[config.mk]
export PLATFORM = sky130hd
export DESIGN_NAME = prog_sequencer
export DESIGN_NICKNAME = d
export VERILOG_FILES = /design/src/rtl/prog_seq_pkg.sv /design/src/rtl/cycle_budget_ctr.sv /design/src/rtl/prog_sequencer.sv
export SDC_FILE = /design/constraint.sdc
export NUM_CORES = 1
export LEC_CHECK = 0
export ABC_CLOCK_PERIOD_IN_PS = 3000
export CORE_ASPECT_RATIO = 0.9
export CORE_UTILIZATION = 43
export DETAILED_ROUTE_END_ITERATION = 10
export GPL_TIMING_DRIVEN = 0
export PLACE_DENSITY = 0.82
export SETUP_SLACK_MARGIN = 0.05
export SYNTH_ARGS = -nofsm -noshare
export SYNTH_HDL_FRONTEND = slang
export SYNTH_SLANG_ARGS = --single-unit
[constraint.sdc]
create_clock -name i_clk -period 3 [get_ports i_clk]
set_clock_uncertainty 0.05 [all_clocks]
set_input_delay 0.45 -clock i_clk [delete_from_list [all_inputs] [get_ports i_clk]]
set_output_delay 0.45 -clock i_clk [all_outputs]
set_load 0.03 [all_outputs]
[src/rtl/prog_seq_pkg.sv]
// prog_seq_pkg: shared types and constants for the program sequencer.
//   seq_state_t   - sequencer FSM states
//   PROG_BASE     - base address of each selectable program
//   branch_taken  - resolves a decode branch request against the ALU flag
//   prog_base     - safe lookup of PROG_BASE by program index
package prog_seq_pkg;

    localparam int unsigned SEQ_PC_W      = 10;
    localparam int unsigned SEQ_NUM_PROGS = 3;

    typedef enum logic [2:0] {
        StIdle,
        StArmed,
        StLaunch,
        StRun,
        StDone
    } seq_state_t;

    localparam logic [SEQ_PC_W-1:0] PROG_BASE [SEQ_NUM_PROGS] = '{10'd0, 10'd256, 10'd512};

    // cond = 0: unconditional; cond = 1: taken only when the ALU flag is set
    function automatic logic branch_taken(input logic req, input logic cond, input logic flag);
        return req && (!cond || flag);
    endfunction

    // Out-of-range indices return 0 rather than reading past the table
    function automatic logic [SEQ_PC_W-1:0] prog_base(input logic [1:0] sel);
        logic [SEQ_PC_W-1:0] base;
        base = '0;
        for (int i = 0; i < int'(SEQ_NUM_PROGS); i++) begin
            if (int'(sel) == i) base = PROG_BASE[i];
        end
        return base;
    endfunction

endpackage

[src/rtl/cycle_budget_ctr.sv]
// cycle_budget_ctr: saturating RUN-cycle counter with run-budget compare.
//   i_clk, i_rst_n  - clock, asynchronous active-low reset
//   i_clear         - synchronous clear (new launch)
//   i_count         - count this cycle (sequencer is in RUN)
//   o_count         - current count, saturates at all ones
//   o_budget_hit    - count has reached MAX_CYCLES-1: this RUN cycle is the last
module cycle_budget_ctr #(
    parameter int unsigned      CYC_W      = 16,
    parameter logic [CYC_W-1:0] MAX_CYCLES = 16'hFFFF
) (
    input  logic             i_clk,
    input  logic             i_rst_n,
    input  logic             i_clear,
    input  logic             i_count,
    output logic [CYC_W-1:0] o_count,
    output logic             o_budget_hit
);

    localparam logic [CYC_W-1:0] LAST_CYCLE = MAX_CYCLES - CYC_W'(1);

    logic [CYC_W-1:0] r_count;

    always_ff @(posedge i_clk or negedge i_rst_n) begin
        if (!i_rst_n) begin
            r_count <= '0;
        end else if (i_clear) begin
            r_count <= '0;
        end else if (i_count && (r_count != '1)) begin
            r_count <= r_count + CYC_W'(1);
        end
    end

    assign o_count      = r_count;
    assign o_budget_hit = (r_count == LAST_CYCLE);

endmodule

[src/rtl/prog_sequencer.sv]
// prog_sequencer: control FSM sequencing the program counter of the core.
//   i_clk, i_rst_n        - clock, asynchronous active-low reset
//   i_start, i_prog_sel   - arm while high; launch program i_prog_sel when it falls
//   i_halt_decoded        - decode saw a halt
//   i_branch_req/_cond    - decode branch request and its condition mode
//   i_alu_flag            - ALU condition flag
//   i_branch_target       - absolute branch target
//   i_pc_current          - PC fed back from the program counter
//   o_pc_enable/o_pc_load - PC increment / load (load wins)
//   o_pc_target           - load value, 0 when not loading
//   o_busy, o_done        - in LAUNCH/RUN, in DONE
//   o_timeout, o_fault    - sticky run-end causes, cleared on the next launch
//   o_cycle_count         - RUN cycles of the current or last run
module prog_sequencer
    import prog_seq_pkg::*;
#(
    parameter int unsigned      PC_W       = SEQ_PC_W,
    parameter int unsigned      NUM_PROGS  = SEQ_NUM_PROGS,
    parameter int unsigned      CYC_W      = 16,
    parameter logic [CYC_W-1:0] MAX_CYCLES = 16'hFFFF
) (
    input  logic             i_clk,
    input  logic             i_rst_n,
    input  logic             i_start,
    input  logic [1:0]       i_prog_sel,
    input  logic             i_halt_decoded,
    input  logic             i_branch_req,
    input  logic             i_branch_cond,
    input  logic             i_alu_flag,
    input  logic [PC_W-1:0]  i_branch_target,
    input  logic [PC_W-1:0]  i_pc_current,
    output logic             o_pc_enable,
    output logic             o_pc_load,
    output logic [PC_W-1:0]  o_pc_target,
    output logic             o_busy,
    output logic             o_done,
    output logic             o_timeout,
    output logic             o_fault,
    output logic [CYC_W-1:0] o_cycle_count
);

    seq_state_t r_state, w_state_next;
    logic [1:0] r_prog;
    logic       r_timeout, r_fault;

    logic w_latch, w_launch, w_set_timeout, w_set_fault, w_count, w_budget_hit;

    cycle_budget_ctr #(
        .CYC_W      (CYC_W),
        .MAX_CYCLES (MAX_CYCLES)
    ) u_budget (
        .i_clk        (i_clk),
        .i_rst_n      (i_rst_n),
        .i_clear      (w_launch),
        .i_count      (w_count),
        .o_count      (o_cycle_count),
        .o_budget_hit (w_budget_hit)
    );

    always_ff @(posedge i_clk or negedge i_rst_n) begin
        if (!i_rst_n) begin
            r_state   <= StIdle;
            r_prog    <= '0;
            r_timeout <= 1'b0;
            r_fault   <= 1'b0;
        end else begin
            r_state <= w_state_next;
            if (w_latch) r_prog <= i_prog_sel;
            if (w_launch) begin
                r_timeout <= 1'b0;
                r_fault   <= 1'b0;
            end
            if (w_set_timeout) r_timeout <= 1'b1;
            if (w_set_fault)   r_fault   <= 1'b1;
        end
    end

    always_comb begin
        w_state_next  = r_state;
        w_latch       = 1'b0;
        w_launch      = 1'b0;
        w_set_timeout = 1'b0;
        w_set_fault   = 1'b0;
        w_count       = 1'b0;
        o_pc_enable   = 1'b0;
        o_pc_load     = 1'b0;
        o_pc_target   = '0;
        o_busy        = 1'b0;
        o_done        = 1'b0;

        unique case (r_state)
            StIdle: begin
                if (i_start) w_state_next = StArmed;
            end
            StArmed: begin
                if (!i_start) begin
                    w_latch = 1'b1;
                    if (32'(i_prog_sel) >= NUM_PROGS) begin
                        w_state_next = StDone;
                        w_set_fault  = 1'b1;
                    end else begin
                        w_state_next = StLaunch;
                        w_launch     = 1'b1;
                    end
                end
            end
            StLaunch: begin
                o_busy       = 1'b1;
                o_pc_load    = 1'b1;
                o_pc_target  = PC_W'(prog_base(r_prog));
                w_state_next = StRun;
            end
            StRun: begin
                o_busy  = 1'b1;
                w_count = 1'b1;
                if (i_start) begin
                    w_state_next = StArmed;
                end else if (i_halt_decoded) begin
                    w_state_next = StDone;
                end else if (w_budget_hit) begin
                    // Budget exhausted: run ends here, a same-cycle branch is dropped
                    w_state_next  = StDone;
                    w_set_timeout = 1'b1;
                end else if (branch_taken(i_branch_req, i_branch_cond, i_alu_flag)) begin
                    o_pc_load   = 1'b1;
                    o_pc_target = i_branch_target;
                end else if (&i_pc_current) begin
                    // Incrementing would wrap to 0: stop instead
                    w_state_next = StDone;
                    w_set_fault  = 1'b1;
                end else begin
                    o_pc_enable = 1'b1;
                end
            end
            StDone: begin
                o_done = 1'b1;
                if (i_start) w_state_next = StArmed;
            end
            default: w_state_next = StIdle;
        endcase
    end

    assign o_timeout = r_timeout;
    assign o_fault   = r_fault;

endmodule

## Word level (Yosys, flattened, before mapping)

Index checks and enable logic that the tools add are counted.
W data, S select, Z words.

| cells by class | value |
|---|---|
| $add $sub $neg | 1 |
| multipliers | 0 |
| div/mod/pow operators | 0 |
| order comparisons | 1 |
| equality and inequality tests | 12 |
| shift-type cells | 0 |
| muxes and demuxes | 52 |
| bitwise logic cells | 0 |
| reduce and logical (&&, ||, !) cells | 12 |

Operators with widths:

| operator | number |
|---|---|
| $mux W10 | 5 |
| $mux W1 | 32 |
| $mux W16 | 2 |
| $mux W3 | 8 |
| $pmux W10 S2 | 1 |
| $add A16 B1 Y16 const B | 1 |
| $eq A16 B16 Y1 const B | 1 |
| $ne A16 B16 Y1 const B | 1 |
| $pmux W3 S4 | 1 |
| $ne A5 B4 Y1 const B | 2 |
| $reduce_and A10 Y1 | 1 |
| $mux W9 | 1 |
| $eq A3 B2 Y1 const B | 2 |
| $reduce_bool A2 Y1 | 3 |
| $eq A2 B2 Y1 const B | 2 |
| $pmux W1 S2 | 2 |
| $reduce_and A4 Y1 | 1 |
| $reduce_or A2 Y1 | 2 |
| $eq A3 B1 Y1 const B | 1 |
| $eq A3 B3 Y1 const B | 1 |
| $logic_not A3 Y1 | 1 |
| $ge A2 B2 Y1 const B | 1 |
| $logic_and A1 B1 Y1 | 2 |
| $ne A2 B1 Y1 const B | 1 |
| other kinds (3) | 3 |

| word-level totals | value |
|---|---|
| bits in registers | 23 |
| latch bits | 0 |
| bits in writable memories | 0 |
| memory bits (read-only) | 0 |
| input port bits | 29 |
| output and inout bits | 32 |
| memories kept | 0 |

## Longest topological paths before layout

| logic depth | value |
|---|---|
| depth in word-level cells | 9 |
| gate-level depth with buffers | 7 |
| gate-level depth less buffers | 6 |

## Cells and area by module

Synthesis repeated with hierarchy kept, for this count alone.

| second synthesis, totals | value |
|---|---|
| cells, all modules | 153 |
| area total of the unflattened synthesis | 1418.9 um2 |

Modules (own cells, without submodules):

| module | instances | cells each | area an instance (um2) |
|---|---|---|---|
| cycle_budget_ctr | 1 | 94 | 934.6 |
| prog_sequencer | 1 | 59 | 484.2 |

## Worst setup path after synthesis

OpenSTA, ideal clock, no wires.

| timing path | value |
|---|---|
| path type | register to output |
| from | reg u_budget.r_count[1], in the netlist u_budget.o_count[1] |
| to | out o_pc_target[8] |
| arrival | 2.049 ns |
| setup slack | 0.451 ns |
| cell stages (with the launch flop) | 7 |
| buffers on the path | 1 |
| cells stage by stage | dfrtp_1 > ha_1 > nand4_1 > or4_4 > and3_1 > buf_6 > a32o_1 |

| between the ends | value |
|---|---|
| longest elaborated chain between the ends | 5 |

Ends and longest elaborated chain:

| element | line | source |
|---|---|---|
| start, declared | cycle_budget_ctr.sv:21 | `logic [CYC_W-1:0] r_count;` |
| start signal, assigned | cycle_budget_ctr.sv:29 | `r_count <= r_count + CYC_W'(1);` |
| $eq A16 B16 Y1 | cycle_budget_ctr.sv:34 | `assign o_budget_hit = (r_count == LAST_CYCLE);` |
| $mux W10 | prog_sequencer.sv:120 | `end else if (w_budget_hit) begin` |
| $mux W10 | prog_sequencer.sv:118 | `end else if (i_halt_decoded) begin` |
| $mux W10 | prog_sequencer.sv:116 | `if (i_start) begin` |
| $pmux W10 S2 | prog_sequencer.sv:91 | `unique case (r_state)` |
| end, declared | prog_sequencer.sv:34 | `output logic [PC_W-1:0] o_pc_target,` |

Every way passes these cells.

## Worst setup path after layout

| timing path | value |
|---|---|
| from | in i_start |
| to | out o_pc_enable |

| between the ends | value |
|---|---|
| longest elaborated chain between the ends | 2 |

Ends and longest elaborated chain:

| element | line | source |
|---|---|---|
| start, declared | prog_sequencer.sv:24 | `input logic i_start,` |
| $mux W1 | prog_sequencer.sv:116 |  |
| $mux W1 | prog_sequencer.sv:91 |  |
| end, declared | prog_sequencer.sv:32 | `output logic o_pc_enable,` |

Every way passes these cells.

==> metrics.md <==
| Metric | Value |
|---|---|
| Hold buffers post-CTS | `0` |
| LEAKAGE | `0.928 nW` |
| Maximum vdd ir drop | `343 µV` |
| Worst Max-Slew Pin Slew | `0.988 ns` |
| Status | `completed` |
| Largest area contributor in the synthesized netlist | `dfrtp_1` |
| Crit path arrival time | `2.36 ns` |
| Die ar. | `3770 µm²` |
| Root Driver | `clkbuf_8` |
| Crit Path Class | `primary input to primary output` |
| Final ANT Viol Nets | `0` |
| Worst Setup End Kind | `primary output` |
| Setup Viol. Count Final | `0` |
| Area fraction of the dominant cell type after synthesis | `0.379` |
| 1st-pass router iterations | `4` |
| Residual DRC count | `0` |
| Sequential share of the synthesized area | `0.379` |
| HP Class | `flop to flop` |
| CTS tree | `done` |
| Syn Area/Cell | `9.14 µm²` |
| Congestion Overflow GR | `0` |
| Max-slew violation total from the final report | `0` |
| Initial Util | `0.449` |
| Setup_tns | `0 ns` |
| Clock Latency Late Sink | `0.26 ns` |
| Final Hold Fails | `0` |
| Post-synthesis cell count | `166` |
| Seq cells post-synth | `23` |
| Yosys cell types | `48` |
| Largest net degree at the start of global routing | `24` |
| Tmin final | `2.86 ns` |
| Diode count | `0` |
| Die width | `64.6 µm` |
| WL per Instance | `13.5 µm` |
| CTS max path bufs | `2` |
| Final wirelength | `3700 µm` |
| Ports | `61` |
| Main synth FF type | `dfrtp_1` |
| Syn nets | `197` |
| Final HPWL DP | `2860 µm` |
| Final Hold Slack | `0.455 ns` |
| First-pass GRT wire length | `6110 µm` |
| Die Ht | `58.4 µm` |
| WP data required | `2.50 ns` |
| # fillers | `295` |
| Crit path launch type | `primary input` |
| CTS buffer count | `3` |
| Gr usage total | `0.209` |
| RD Place Congestion | `0.785` |
| Ys Warns | `0` |
| Initial antenna violation count | `0` |
| Power Dens Cells | `527 nW/µm²` |
| Total number of vias | `1494` |
| Unrepaired setup endpoints after global routing | `false` |
| Final net count | `262` |
| Share of cells above drive strength 1 | `0.165` |
| CTS H-tree lvls | `1` |
| Clock Sinks | `23` |
| Async SR Flop Fraction | `1.00` |
| # resized after CTS | `36` |
| Design Area, Final | `2170 µm²` |
| Post-synth EDFFs | `0` |
| Placed inst area | `2170 µm²` |
| Via density | `5.45` |
| Crit path max fanout | `5` |
| Synth-to-layout area growth | `43.0%` |
| Vias in the first global route | `1306` |
| Area of the multi-input gates | `888 µm²` |
| Max-cap violations | `0` |
| Postcts setup bufs | `0` |
| Peak Freq | `0.350 GHz` |
| Final period util | `0.953` |
| Synthesized area | `1520 µm²` |
| Port bufs | `60` |
| Core footprint | `3380 µm²` |
| Clk slew on worst S/H paths | `0.08 ns` |
| Initial DRC count | `88` |
| Synth top area cells | `dfrtp_1 38%, mux2i_1 7.3%, nand2_1 6.2%` |
| Rows | `20` |
| Design Power | `1.14 mW` |
| Slew headroom | `0.339` |
| Register area | `577 µm²` |
==> cells in the mapped netlist (4+ instances only) <==
master and number:
mux2i_1 11, nand2b_1 6, nand4_1 6, and2_2 8, dfrtp_1 23, inv_1 6
nor3_1 5, nand2_1 25, a21oi_1 7, o21ai_0 7, nand3_1 5, nor2_1 4
==> through the flow <==
stage | utilization | instances | setup WS [ns]
4_1_cts | 0.659 | 274 | 0.0510
2_1_floorplan | - | 166 | 0.451
5_1_grt | 0.642 | 274 | 0.0542
6_report | 0.642 | 274 | 0.142
3_3_place_gp | 0.643 | 270 | -0.163
3_5_place_dp | 0.643 | 270 | -0.159
==> critical path, cell delays in order <==
cell             delay (ns)
clkdlybuf4s50_1        0.49
nand2b_1               0.23
nor3_2                 0.21
nand2_1                0.10
nor3_1                 0.17
clkdlybuf4s50_1        0.70
==> where the power goes <==
group / leakage [nW] / switching (mW) / total [mW] / internal [mW]
sequential: 0.308 / 0.0664 / 0.440 / 0.373
combinational: 0.597 / 0.297 / 0.514 / 0.217
clock: 0.0228 / 0.0954 / 0.190 / 0.0947
==> registers in the layout, summed over array words and instances, names as in the netlist <==
name	flops
o_timeout	1
r_state	3
r_prog	2
o_fault	1
u_budget.o_count	16
==> placed cells by master, fill, tap and decap left out, types with 2 or more instances in the layout <==
cell type	count
inv_1	6
clkbuf_8	3
nor2_1	4
or4_2	2
a211oi_1	2
nand2b_1	6
o31ai_1	3
o21ai_0	7
nand3_1	5
o41ai_1	3
clkbuf_1	3
nor3_1	4
nor2b_1	2
buf_2	13
mux2i_1	11
and2_2	8
and3_1	2
a21oi_1	7
nand4_1	6
nor4_1	2
nand2_1	25
ha_1	2
clkdlybuf4s50_1	49
a211o_1	2
a32o_1	2
or4_1	3
and2_1	2
dfrtp_1	22
==> layout make-up <==
type | count | share of cell area
Inverter | 6 | 0.0104
Buffer | 6 | 0.0167
Clock buffer | 4 | 0.0208
Timing Repair Buffer | 60 | 0.251
Tap cell | 44 | 0.0254
Multi-Input combinational cell | 131 | 0.409
Sequential cell | 23 | 0.266
==> logic make-up after synthesis <==
family,Yosys count,share of synthesized area
compound gates,32,0.148
buf+inv,12,0.0387
simple gates,85,0.340
mux,11,0.0726
fa+ha+maj,2,0.0165
flops,23,0.379
xor+xnor,1,0.00577
==> path summary, 6_finish.rpt <==
kind / startpoint / to / slack, ns / cells past startpoint
worst max register to register: r_state[1]$_DFFE_PN0P_ / o_fault$_DFFE_PN0P_ / 0.81 / 6
max in group asynchronous: i_rst_n / u_budget.o_count[0]$_DFFE_PN0P_ / 1.55 / 1
worst min register to register: o_timeout$_DFFE_PN0P_ / o_timeout$_DFFE_PN0P_ / 0.45 / 2
worst max-delay path: i_start / o_pc_enable / 0.14 / 6
min in group asynchronous: i_rst_n / u_budget.o_count[14]$_DFFE_PN0P_ / 0.68 / 1
worst min-delay path: o_timeout$_DFFE_PN0P_ / o_timeout$_DFFE_PN0P_ / 0.45 / 2
==> routing by layer <==
layer	global-route usage	share of wire
met2	0.332	0.48
met4	0.0508	0.0054
met1	0.300	0.49
met3	0.0329	0.029
met5	0	0
Power figures use the tool's default switching activity.
